$ cat config.mk
export PLATFORM = sky130hd
export DESIGN_NAME = alu_seq
export DESIGN_NICKNAME = d
export VERILOG_FILES = /design/src/rtl/alu_seq.sv
export SDC_FILE = /design/constraint.sdc
export NUM_CORES = 1
export LEC_CHECK = 0
export ABC_CLOCK_PERIOD_IN_PS = 6100
export CORE_MARGIN = 3
export CORE_UTILIZATION = 55
export DETAILED_ROUTE_END_ITERATION = 12
export PLACE_DENSITY = 0.75
export SKIP_LAST_GASP = 1
export SLEW_MARGIN = 20
export SYNTH_ARGS = -nofsm -noshare
export SYNTH_HDL_FRONTEND = slang
export SYNTH_SLANG_ARGS = --single-unit
$ cat constraint.sdc
create_clock -name i_clk -period 6.1 [get_ports i_clk]
set_input_delay 0.915 -clock i_clk [delete_from_list [all_inputs] [get_ports i_clk]]
set_output_delay 0.915 -clock i_clk [all_outputs]
set_load 0.005 [all_outputs]
$ cat src/rtl/alu_seq.sv
// WIDTH-bit execute-stage ALU: logic/add/sub/slt complete in one registered cycle, unsigned MUL by
// iterative shift-add over WIDTH cycles; busy holds off new starts (ignored, not queued), done pulses once per op.
module alu_seq #(
   parameter int WIDTH = 16,
   parameter int CNTW  = $clog2(WIDTH + 1)
) (
   input  logic             i_clk,
   input  logic             i_reset,
   input  logic             i_start,
   input  logic [2:0]       i_op,
   input  logic [WIDTH-1:0] i_a,
   input  logic [WIDTH-1:0] i_b,
   output logic             o_busy,
   output logic             o_done,
   output logic [WIDTH-1:0] o_result,
   output logic             o_carryout,
   output logic             o_overflow,
   output logic             o_zero
);

   localparam logic [2:0] OP_AND = 3'b000;
   localparam logic [2:0] OP_OR  = 3'b001;
   localparam logic [2:0] OP_ADD = 3'b010;
   localparam logic [2:0] OP_MUL = 3'b011;
   localparam logic [2:0] OP_NOR = 3'b100;
   localparam logic [2:0] OP_XOR = 3'b101;
   localparam logic [2:0] OP_SUB = 3'b110;
   localparam logic [2:0] OP_SLT = 3'b111;

   typedef enum logic {S_IDLE = 1'b0, S_MUL = 1'b1} state_t;

   state_t             r_state;
   state_t             w_state_nxt;

   logic [2*WIDTH-1:0] r_acc;
   logic [2*WIDTH-1:0] r_mcand;
   logic [WIDTH-1:0]   r_breg;
   logic [CNTW-1:0]    r_cnt;
   logic [WIDTH-1:0]   r_result;
   logic               r_carry;
   logic               r_ovf;
   logic               r_zero;
   logic               r_done;

   // Shared adder: SUB and SLT both compute a + ~b + 1.
   logic               w_sub;
   logic [WIDTH-1:0]   w_b_eff;
   logic [WIDTH:0]     w_sum_full;
   logic               w_cout;
   logic               w_cin_msb;
   logic               w_ovf;

   assign w_sub      = (i_op == OP_SUB) || (i_op == OP_SLT);
   assign w_b_eff    = w_sub ? ~i_b : i_b;
   assign w_sum_full = {1'b0, i_a} + {1'b0, w_b_eff} + {{WIDTH{1'b0}}, w_sub};
   assign w_cout     = w_sum_full[WIDTH];
   assign w_cin_msb  = i_a[WIDTH-1] ^ w_b_eff[WIDTH-1] ^ w_sum_full[WIDTH-1];
   assign w_ovf      = w_cin_msb ^ w_cout;

   logic [WIDTH-1:0]   w_alu_res;
   logic               w_alu_cy;
   logic               w_alu_ov;

   always_comb begin
      w_alu_res = '0;
      w_alu_cy  = 1'b0;
      w_alu_ov  = 1'b0;
      case (i_op)
         OP_AND: w_alu_res = i_a & i_b;
         OP_OR:  w_alu_res = i_a | i_b;
         OP_NOR: w_alu_res = ~(i_a | i_b);
         OP_XOR: w_alu_res = i_a ^ i_b;
         OP_ADD, OP_SUB: begin
            w_alu_res = w_sum_full[WIDTH-1:0];
            w_alu_cy  = w_cout;
            w_alu_ov  = w_ovf;
         end
         OP_SLT: w_alu_res = {{(WIDTH-1){1'b0}}, w_sum_full[WIDTH-1] ^ w_ovf};
         default: ;
      endcase
   end

   logic [2*WIDTH-1:0] w_acc_nxt;
   logic [CNTW-1:0]    w_cnt_nxt;
   logic               w_mul_last;

   assign w_acc_nxt  = r_breg[0] ? (r_acc + r_mcand) : r_acc;
   assign w_cnt_nxt  = r_cnt + CNTW'(1);
   assign w_mul_last = (w_cnt_nxt == CNTW'(WIDTH));

   always_comb begin
      w_state_nxt = r_state;
      case (r_state)
         S_IDLE:  if (i_start && (i_op == OP_MUL)) w_state_nxt = S_MUL;
         S_MUL:   if (w_mul_last) w_state_nxt = S_IDLE;
         default: w_state_nxt = S_IDLE;
      endcase
   end

   always_ff @(posedge i_clk) begin
      if (i_reset) r_state <= S_IDLE;
      else         r_state <= w_state_nxt;
   end

   always_ff @(posedge i_clk) begin
      if (i_reset) begin
         r_acc    <= '0;
         r_mcand  <= '0;
         r_breg   <= '0;
         r_cnt    <= '0;
         r_result <= '0;
         r_carry  <= 1'b0;
         r_ovf    <= 1'b0;
         r_zero   <= 1'b0;
         r_done   <= 1'b0;
      end else begin
         r_done <= 1'b0;
         case (r_state)
            S_IDLE: begin
               if (i_start && (i_op == OP_MUL)) begin
                  r_acc   <= '0;
                  r_mcand <= {{WIDTH{1'b0}}, i_a};
                  r_breg  <= i_b;
                  r_cnt   <= '0;
               end else if (i_start) begin
                  r_result <= w_alu_res;
                  r_carry  <= w_alu_cy;
                  r_ovf    <= w_alu_ov;
                  r_zero   <= (w_alu_res == '0);
                  r_done   <= 1'b1;
               end
            end
            S_MUL: begin
               r_acc   <= w_acc_nxt;
               r_mcand <= r_mcand << 1;
               r_breg  <= r_breg >> 1;
               r_cnt   <= w_cnt_nxt;
               // Final iteration: publish the product including this edge's partial sum.
               if (w_mul_last) begin
                  r_result <= w_acc_nxt[WIDTH-1:0];
                  r_carry  <= |w_acc_nxt[2*WIDTH-1:WIDTH];
                  r_ovf    <= 1'b0;
                  r_zero   <= (w_acc_nxt[WIDTH-1:0] == '0);
                  r_done   <= 1'b1;
               end
            end
            default: ;
         endcase
      end
   end

   assign o_busy     = (r_state == S_MUL);
   assign o_done     = r_done;
   assign o_result   = r_result;
   assign o_carryout = r_carry;
   assign o_overflow = r_ovf;
   assign o_zero     = r_zero;

endmodule

## After elaboration in Yosys (flattened, before gate mapping)

Index checks and enable logic that the tools add are counted.

- Bitwise logic cells: 10
- Reductions and logical operators: 8
- Add/subtract/negate cells: 4
- Muxes and demuxes: 36
- Equality and inequality tests: 12

Operator list:

| kind | number |
|---|---|
| $pmux W32 S2 | 2 |
| $mux W32 | 3 |
| $pmux W16 S6 | 1 |
| $mux W16 | 5 |
| $pmux W16 S2 | 2 |
| $add A32 B32 Y32 | 1 |
| $logic_not A16 Y1 | 2 |
| $not A16 Y16 | 2 |
| $add A16 B16 Y17 | 1 |
| $add A17 B1 Y17 | 1 |
| $and A16 B16 Y16 | 1 |
| $mux W1 | 16 |
| $or A16 B16 Y16 | 1 |
| $reduce_or A16 Y1 | 1 |
| $xor A16 B16 Y16 | 1 |
| $eq A3 B3 Y1 const B | 4 |
| $pmux W1 S2 | 5 |
| $pmux W5 S2 | 1 |
| $eq A3 B2 Y1 const B | 2 |
| $ne A2 B2 Y1 const B | 3 |
| $add A5 B1 Y5 const B | 1 |
| $eq A5 B5 Y1 const B | 1 |
| $mux W5 | 1 |
| $xor A1 B1 Y1 | 4 |
| other kinds (8) | 8 |

- Word-level logic and storage cells: 80
- Output and inout port bits: 21
- Bits in registers: 106

## Logic depth before layout (Yosys ltp)

Gate-level depths: netlist of run 1.

- Depth in word-level cells: 13
- Mapped depth: 15
- Gate-level depth less buffers: 13

## Worst setup path after synthesis of run 1

Ideal clock, no wire load.

- Kind: input -> register
- Start: input i_op[1]
- End: register r_zero (netlist: o_zero)
- Setup slack: 1.947 ns
- Arrival time: 4.094 ns
- Data required time: 6.041 ns
- Setup time: 0.059 ns
- Stages: 14
- Cells stage by stage: buf_2 > nand2_4 > buf_1 > o21ai_0 > fa_1 > a211oi_1 > o211ai_1 > a31oi_1 > o21ai_0 > xnor2_1 > o22ai_1 > or4_1 > nor4_1 > a32o_2

- Cells in the longest elaborated chain, start to end: 13
- Elaborated cells on any way between the ends: 25
- Classes of those cells: add/sub: 2; eq/ne: 8; mux: 5; bitwise: 4; reduce/logical: 6

RTL lines:

| item | RTL line | source |
|---|---|---|
| from (decl) | 10 | `input logic [2:0] i_op,` |
| $eq A3 B3 Y1 | 53, 68 |  |
| $logic_or A1 B1 Y1 | 53 | `assign w_sub = (i_op == OP_SUB) \|\| (i_op == OP_SLT);` |
| $mux W16 | 54 | `assign w_b_eff = w_sub ? ~i_b : i_b;` |
| $add A16 B16 Y17 | 55 | `assign w_sum_full = {1'b0, i_a} + {1'b0, w_b_eff} + {{WIDTH{1'b0}}, w_sub};` |
| $add A17 B1 Y17 | 55 |  |
| $xor A1 B1 Y1 | 57 | `assign w_cin_msb = i_a[WIDTH-1] ^ w_b_eff[WIDTH-1] ^ w_sum_full[WIDTH-1];` |
| $xor A1 B1 Y1 | 58 | `assign w_ovf = w_cin_msb ^ w_cout;` |
| $xor A1 B1 Y1 | 78 | `OP_SLT: w_alu_res = {{(WIDTH-1){1'b0}}, w_sum_full[WIDTH-1] ^ w_ovf};` |
| $pmux W16 S6 | 68 | `case (i_op)` |
| $logic_not A16 Y1 | 129 | `r_zero <= (w_alu_res == '0);` |
| $mux W1 | 125 | `end else if (i_start) begin` |
| $mux W1 | 120 | `if (i_start && (i_op == OP_MUL)) begin` |
| $pmux W1 S2 | 118 | `case (r_state)` |
| to (signal assigned) | 129 |  |
| to (signal assigned) | 143 | `r_zero <= (w_acc_nxt[WIDTH-1:0] == '0);` |
| to (decl) | 42 | `logic r_zero;` |

Parallel ways exist; a longest one is shown, timed or not. The select of a mux whose other input is x is not followed.
A chain may end at the register's enable or synchronous reset.

## Worst setup path in the final report of run 1

- Start: input i_op[2]
- End: register r_zero (netlist: o_zero)

The elaborated chain is that of the path after synthesis.

==> results of run 1 <==
worst max-delay path: cells and delay by family:
family / cells / cell delay, ps
and+or+nand+nor: 3 / 880
buffers and inverters: 2 / 800
xor gates and xnor gates: 2 / 310
adders and majority gates: 1 / 470
AOI/OAI and AO/OA: 7 / 1480
logic make-up (layout without fill, tap and decap cells):
| kind of cell | after synthesis | count (layout) | share of synthesized area |
|---|---|---|---|
| fa+ha+maj | 81 | 81 | 0.118 |
| simple gates | 419 | 419 | 0.222 |
| xor+xnor | 47 | 47 | 0.0472 |
| mux | 35 | 35 | 0.0422 |
| compound gates | 371 | 371 | 0.267 |
| flops | 106 | 106 | 0.243 |
| buf+inv | 135 | 139 | 0.0601 |
power by group through the flow:
stage / registers (W) / logic (W) / clock network [W]
after CTS: 0.000723 / 0.000382 / 0.000600
after detailed placement: 0.000739 / 0.000379 / 0
after floorplan: 0.000732 / 0.000260 / 0
final: 0.000723 / 0.000388 / 0.000588
after global routing: 0.000725 / 0.000428 / 0.000629
after global placement: 0.000739 / 0.000374 / 0
how the worst max path moves through the flow:
| stage | to | slack, ps |
|---|---|---|
| 2_1_floorplan | o_zero | 1950 |
| 5_1_grt | o_zero | 1210 |
| 6_report | o_zero | 1530 |
| 4_1_cts | o_zero | 1610 |
| 3_3_place_gp | o_zero | 1350 |
| 3_5_place_dp | o_zero | 1240 |
through the flow:
step                      power [W]  cell area [sq um]  std cells  utilization  hold WS (ps)
final                       0.00170               9620       1409        0.626           455
after global routing        0.00178               9620       1409        0.626           479
after CTS                   0.00170               9620       1409        0.626           455
after detailed placement    0.00112               9330       1393        0.607           445
after global placement      0.00111               9330       1393        0.607           438
after floorplan            0.000992               8720       1194            -           448
per-layer routing:
layer,track usage,vias up,wire (um)
met5,0,-,0
met1,0.402,4047,11600
met4,0.0688,0,356
li1,-,4292,-
met3,0.0500,27,1670
met2,0.437,298,10900
state kept, by name, indices dropped and copies added, names as in the netlist:
signal,cells
o_busy,1
o_carryout,1
o_done,1
o_overflow,1
o_result,16
o_zero,1
r_acc,32
r_breg,16
r_cnt,5
r_mcand,32
cells in the final DEF, fill, tap and decap left out, drive strengths merged, types with 5 or more instances in the layout:
master | netlist | final
a211oi | 24 | 24
ha | 79 | 79
clkbuf | 54 | 10
clkdlybuf4s50 | 0 | 56
o31ai | 6 | 6
nor2b | 10 | 10
xnor2 | 36 | 36
inv | 54 | 59
nand3 | 44 | 44
nor2 | 132 | 132
a31oi | 18 | 18
mux2i | 21 | 21
o21a | 9 | 9
xor2 | 11 | 11
nand2 | 131 | 131
and3 | 27 | 27
o21bai | 5 | 5
a21o | 20 | 20
a22oi | 11 | 11
buf | 27 | 13
a21oi | 167 | 167
mux2 | 14 | 14
o21ai | 52 | 52
o2111ai | 7 | 7
nor3 | 23 | 23
a311oi | 7 | 7
nand4 | 12 | 12
o211ai | 10 | 10
or3 | 8 | 8
nand2b | 8 | 8
dfxtp | 106 | 106
layout make-up:
cell class,instances,area (sq um),area share
repair buffers,69,656,0.0681
well taps,211,264,0.0274
clock buffers,10,239,0.0248
inverters,54,203,0.0211
multi-input cells,953,6080,0.632
flip-flops and latches,106,2130,0.221
clock inverters,6,53.8,0.00559
==> results.json, run 1 <==
{
  "first_global_vias": 7839,
  "crit_path_cell_trace": "clkdlybuf4s50_1, buf_4, nand2_4, xnor2_1, fa_1, a211oi_1, o211ai_1, a31o_1, a21oi_1, xnor2_1, a21oi_1, o221ai_1, or4_1, nor4_1, a32o_2",
  "rr_startpoint": "r_acc[0]",
  "p_seq_frac": 0.425,
  "area_delta_synth_final_pct": 10.3,
  "nNetsFinal": 1312,
  "hp-class": "reg -> reg",
  "whs_path_depth": 2,
  "ys.flop_type": "dfxtp_1",
  "rows": 45,
  "gp_congestion": 0.944,
  "fin_skew_ps": 14.0,
  "wl_mm": 24.6,
  "r2r_cells": 12,
  "critPathLaunchType": "input pin",
  "clkPwrFrac": 0.346,
  "end_kind": "flip-flop",
  "ff2ff_setup_slack_ps": 2570,
  "power_frac_comb": 0.228,
  "clockBufferDepth": 2,
  "grt_remaining_overflow": 0,
  "postCtsHoldBufs": 0,
  "critPathMaxStageDelay_ps": 470,
  "grtUsageTotal": 0.280,
  "min_period_over_period": 0.748,
  "path_clk_slew_ps": 70,
  "p_switching_w": 0.000532,
  "cp.required_ps": 6410,
  "syn-num-nets": 1313,
  "antenna_found_initial": 0,
  "cts_tree": "built",
  "p_leak_nw": 3.98,
  "cts_resized": 0,
  "vdd_drop_max_v": 0.000202,
  "yosysMostFrequentCell": "a21oi_1",
  "ys_ff_latch": 106,
  "timing.setup.tns_ps": 0,
  "startpoint": "i_op[2]",
  "fmax_ghz": 0.219,
  "synth_edf_count": 0,
  "dp_slack_ps": 1240,
  "post-synth-top-area-cell": "dfxtp_1",
  "crit-reg2reg-capture": "o_carryout",
  "async_flop_share": 0,
  "grt_pass1_wl_mm": 40.6,
  "syn_avg_cell_area_sq_um": 7.30,
  "coreArea_sq_um": 15400,
  "setup_viol": 0,
  "hold_viol": 0,
  "initial_core_util": 0.567,
  "power_density_nw_per_um2": 177,
  "clock-sinks": 106,
  "syn_inst": 1194,
  "synth_commonest_cells": "a21oi_1, nor2_1, nand2_1",
  "whs_endpoint": "o_result[5]",
  "yosysSeqAreaShare": 0.243,
  "slew_viol_final": 0,
  "critical_path.slowest_cell": "fa_1",
  "die_x_um": 132,
  "dieArea_sq_um": 17400,
  "pin_count": 59,
  "clkLatencyLatePin_ps": 370,
  "root_buffer": "clkbuf_16",
  "cellInternalPower_w": 0.00117,
  "synth_warnings": 0,
  "post-cts-setup-buffer-count": 0,
  "numPortBuffers": 58,
  "min_from": "o_result[5]",
  "status": "complete, no violations",
  "netlist_area_sq_um": 8720,
  "critical_path_arrival_ps": 4870,
  "worst-setup-path-type": "in -> reg",
  "grt_max_degree": 70,
  "tightest_slew_ps": 939,
  "dieHeight_um": 132,
  "num_vias": 8664,
  "diodes": 0,
  "synth_cell_types": 74,
  "synth.area.top_cells": "dfxtp_1, ha_1, a21oi_1",
  "wire_per_inst_um": 17.4,
  "drc": 0,
  "drt_first_pass_iters": 5,
  "vias_per_cell": 6.15,
  "cts_buffers": 9,
  "drt_iter0_drc": 919,
  "cap_viol_max_count": 0,
  "p_sw_frac": 0.313,
  "rsz0062_at_grt": "false",
  "nFillCells": 1446,
  "synth_top_area_share": 0.243,
  "cp_max_fo": 36,
  "dp_hpwl_mm": 17.9,
  "drive_gt1_frac": 0.0501,
  "htreeDepth": 3,
  "finalWorstSetupSlack_ps": 1530,
  "drtAntennaViolNets": 0,
  "fin_crit_ps": 4570,
  "maxSlewHeadroom": 0.374
}
Note: power is estimated with default switching activity, not from simulation.
==> run 2: changes to the inputs <==
ABC_CLOCK_PERIOD_IN_PS = 3800   (was 6100)
PLACE_DENSITY = 0.78   (was 0.75)
clock period = 3.8 ns   (was 6.1 ns; I/O delays follow)
==> results.json, run 2 (same netlist as run 1, synthesis figures left out) <==
{
  "status": "complete, no violations",
  "final_util": 0.659,
  "final_cell_mix": "a21oi_1, nor2_1, nand2_1",
  "rows": 45,
  "clkLatencyLatePin_ps": 360,
  "antenna_found_initial": 0,
  "end_kind": "flip-flop",
  "fin_crit_ps": 3600,
  "critical_path_arrival_ps": 3900,
  "whs_path_depth": 2,
  "cts_buffers": 9,
  "cts_tree": "built",
  "clockBufferDepth": 2,
  "dieArea_sq_um": 17400,
  "gp_congestion": 0.959,
  "grt_remaining_overflow": 0,
  "vdd_drop_max_v": 0.000234,
  "hold_viol": 0,
  "grtUsageTotal": 0.283,
  "min_from": "o_result[12]",
  "area_delta_synth_final_pct": 16.1,
  "ff2ff_setup_slack_ps": 220,
  "numPortBuffers": 58,
  "root_buffer": "clkbuf_16",
  "num_vias": 8989,
  "cp.required_ps": 4110,
  "drc": 0,
  "slew_viol_final": 0,
  "cp_max_fo": 5,
  "vias_per_cell": 6.12,
  "placedCellCount": 1451,
  "rr_startpoint": "r_acc[0]",
  "drive_gt1_frac": 0.102,
  "diodes": 0,
  "dieHeight_um": 132,
  "tightest_slew_ps": 955,
  "crit-reg2reg-capture": "o_carryout",
  "wire_per_inst_um": 17.3,
  "nNetsFinal": 1371,
  "fmax_ghz": 0.278,
  "largestRegisters": "r_acc: 32 flops, r_mcand: 32 flops",
  "critPathLaunchType": "input pin",
  "wl_mm": 25.5,
  "fin_skew_ps": 8.63,
  "dp_hpwl_mm": 19.0,
  "clock-sinks": 106,
  "maxSlewHeadroom": 0.363,
  "coreArea_sq_um": 15400,
  "pin_count": 59,
  "initial_core_util": 0.567,
  "stdcell_count": 1468,
  "r2r_cells": 12,
  "layout_commonest_cell": "a21oi_1",
  "postCtsHoldBufs": 0,
  "hp-class": "reg -> reg",
  "drt_first_pass_iters": 6,
  "worst-setup-path-type": "in -> reg",
  "first_global_vias": 8015,
  "path_clk_slew_ps": 70,
  "whs_endpoint": "o_result[12]",
  "power_density_nw_per_um2": 283,
  "die_x_um": 132,
  "grt_pass1_wl_mm": 41.1,
  "grt_max_degree": 92,
  "p_leak_nw": 4.28,
  "drt_iter0_drc": 905,
  "cap_viol_max_count": 0,
  "setup_viol": 0,
  "htreeDepth": 3,
  "min_period_over_period": 0.947,
  "drtAntennaViolNets": 0
}
==> run 2: timing repair <==
item,in CTS,in global routing
setup endpoints to repair,0,2
hold endpoints to repair,0,0
setup buffers,0,1
gates resized for setup,0,10
==> run 2: per-stage QoR <==
step           instance area, sq um  total power, W  worst slack (ps)  setup TNS (ps)  hold slack (ps)
3_5_place_dp                   9760         0.00188              -268            -417              446
3_3_place_gp                   9760         0.00187              -161            -243              442
4_1_cts                       10100         0.00287              90.4               0              456
2_1_floorplan                  8720         0.00159               222               0              448
5_1_grt                       10100         0.00301             -36.3           -36.3              471
6_report                      10100         0.00287               203               0              457
==> run 2: worst max-delay path, stage by stage <==
cell and delay (ps):
clkdlybuf4s50_1 560, nand2_4 90, xnor2_1 170, fa_1 460, buf_4 160, a21o_1 150, a21oi_1 180, xor2_1 160
o21ai_0 80, o21ai_0 120, o2111a_1 240, nand4_1 110, or4_1 520, nor4_2 160, a32o_2 190
==> run 2: cell type report <==
class,instances,area (sq um)
inverters,54,203
fillers,1351,5250
repair buffers,128,1100
multi-input cells,953,6120
flip-flops and latches,106,2130
clock buffers,9,225
clock inverters,7,83.8
well taps,211,264
==> run 2: layer usage <==
metal	GRT usage	part of all wire	up-vias
met5	0	0	-
met4	0.0881	0.020	0
met3	0.0599	0.069	44
met2	0.422	0.44	337
met1	0.408	0.47	4208
li1	-	-	4400
==> run 2: how the worst max path moves through the flow <==
| stage | start | end | slack (ps) |
|---|---|---|---|
| 2_1_floorplan | i_op[1] | o_zero | 220 |
| 3_3_place_gp | i_op[1] | o_zero | -160 |
| 3_5_place_dp | i_op[2] | o_zero | -270 |
| 4_1_cts | i_op[1] | o_zero | 90 |
| 5_1_grt | r_acc[0] | o_carryout | -40 |
| 6_report | i_op[1] | o_zero | 200 |
==> run 2: report_power, final <==
| group | switching [W] | internal (W) |
|---|---|---|
| clock | 0.000467 | 0.000526 |
| combinational | 0.000384 | 0.000333 |
| sequential | 0.0000248 | 0.00114 |
==> run 3: changes to the inputs <==
PLACE_DENSITY = default   (was 0.78)
PLACE_DENSITY_LB_ADDON = 0.25   (was default)
SLEW_MARGIN = default   (was 20)
==> results.json, run 3 (same netlist as run 1, synthesis figures left out) <==
{
  "status": "complete, no violations",
  "p_sw_frac": 0.307,
  "initial_core_util": 0.567,
  "drt_iter0_drc": 780,
  "postCtsHoldBufs": 0,
  "cp_max_fo": 5,
  "hp-class": "reg -> reg",
  "finalWorstSetupSlack_ps": 209,
  "rsz0062_at_grt": "false",
  "topRoutingLayerUsed": "met4",
  "pin_count": 59,
  "largestRegisters": "r_acc: 32 flops, r_mcand: 32 flops",
  "nNetsFinal": 1366,
  "min_period_over_period": 0.945,
  "met1_length_mm": 12.2,
  "die_x_um": 132,
  "place_area_sq_um": 9730,
  "wl_mm": 25.3,
  "hold_viol": 0,
  "htreeDepth": 3,
  "clkLatencyLatePin_ps": 370,
  "coreArea_sq_um": 15400,
  "dp_hpwl_mm": 18.9,
  "clkPwrFrac": 0.347,
  "wire_per_inst_um": 17.3,
  "power_density_nw_per_um2": 285,
  "multi_input_area_sq_um": 6110,
  "clockBufferDepth": 2,
  "gp_congestion": 0.928,
  "worst-setup-path-type": "reg -> reg",
  "dieHeight_um": 132,
  "vias_per_cell": 6.09,
  "fmax_ghz": 0.278,
  "seqCellArea_sq_um": 2130,
  "drt_first_pass_iters": 5,
  "layout_commonest_cell": "a21oi_1",
  "setup_viol": 0,
  "drtAntennaViolNets": 0,
  "p_seq_frac": 0.404,
  "cts_buffers": 9,
  "critical_path_arrival_ps": 3810,
  "area_delta_synth_final_pct": 15.5,
  "whs_path_depth": 2,
  "slew_viol_final": 0,
  "tightest_slew_ps": 957,
  "root_buffer": "clkbuf_16",
  "grt_max_degree": 92,
  "final_util": 0.655,
  "diodes": 0,
  "cellInternalPower_w": 0.00199,
  "path_clk_slew_ps": 80,
  "maxSlewHeadroom": 0.362,
  "fin_skew_ps": 7.06,
  "min_from": "o_result[6]",
  "final_cell_mix": "a21oi_1, nor2_1, nand2_1",
  "wl_met3_mm": 1.49,
  "vdd_drop_max_v": 0.000238,
  "cap_viol_max_count": 0,
  "cp.required_ps": 4010,
  "r2r_cells": 12,
  "drc": 0,
  "final_area_sq_um": 10100,
  "rows": 45,
  "dp_slack_ps": -205,
  "grt_pass1_wl_mm": 41.1,
  "grt_remaining_overflow": 0,
  "p_switching_w": 0.000881,
  "critPathLaunchType": "flip-flop",
  "drive_gt1_frac": 0.0942,
  "first_global_vias": 8076,
  "power_frac_comb": 0.249,
  "end_kind": "flip-flop",
  "p_leak_nw": 4.27,
  "antenna_found_initial": 0,
  "grtUsageTotal": 0.286,
  "whs_endpoint": "o_result[6]",
  "ff2ff_setup_slack_ps": 210,
  "crit-reg2reg-capture": "o_carryout",
  "hold_ws_ps": 451,
  "fin_crit_ps": 3590,
  "clock-sinks": 106,
  "num_vias": 8906,
  "dr_wl_met2_mm": 11.0,
  "dieArea_sq_um": 17400,
  "numPortBuffers": 58,
  "rr_startpoint": "r_acc[0]",
  "nFillCells": 1394,
  "cts_tree": "built"
}
run 3: how the worst max path moves through the flow:
stage	endpoint	cells after the start	slack, ps	startpoint
CTS	o_zero	14	140	i_op[1]
global route	o_carryout	12	20	r_acc[0]
finish	o_carryout	12	210	r_acc[0]
global placement	o_zero	14	-160	i_op[1]
detailed placement	o_zero	15	-210	i_op[1]
floorplan	o_zero	14	220	i_op[1]
run 3: worst max-delay path, stage by stage, from the launching register on:
cell	delay, ps
dfxtp_1	340
ha_1	230
fa_1	460
a211oi_2	290
o21bai_1	160
a31oi_1	210
o21a_1	300
o2111ai_1	190
and4b_1	210
a211oi_1	340
o2111ai_1	260
a2111oi_1	380
nor3_1	70
run 3: repair_timing:
item | 4_1_cts | 5_1_grt
setup endpoints to repair | 0 | 2
buffers inserted | 0 | 0
endpoints found under the hold margin | 0 | 0
gates resized for setup | 0 | 8
run 3: cell type report:
class / instances / area share
clock buffers: 9 / 0.0224
clock inverters: 7 / 0.00820
inverters: 54 / 0.0201
multi-input cells: 953 / 0.606
flip-flops and latches: 106 / 0.211
well taps: 211 / 0.0262
repair buffers: 123 / 0.106
run 3: power by group through the flow:
stage / logic [W] / registers [W] / clock network, W
2_1_floorplan: 0.000417 / 0.00118 / 0
3_3_place_gp: 0.000686 / 0.00118 / 0
3_5_place_dp: 0.000697 / 0.00119 / 0
6_report: 0.000716 / 0.00116 / 0.000996
4_1_cts: 0.000702 / 0.00116 / 0.00101
5_1_grt: 0.000788 / 0.00116 / 0.00105
run 3: metrics by stage:
stage	total power (W)	TNS, ps	std cells
3_3_place_gp	0.00187	-252	1447
4_1_cts	0.00287	0	1463
3_5_place_dp	0.00188	-320	1447
2_1_floorplan	0.00159	0	1194
5_1_grt	0.00300	0	1463
6_report	0.00287	0	1463
run 3: routing by layer:
| metal | global-route usage | vias up |
|---|---|---|
| met1 | 0.419 | 4208 |
| met5 | 0 | - |
| met4 | 0.0887 | 0 |
| met3 | 0.0420 | 46 |
| met2 | 0.433 | 264 |
| li1 | - | 4388 |
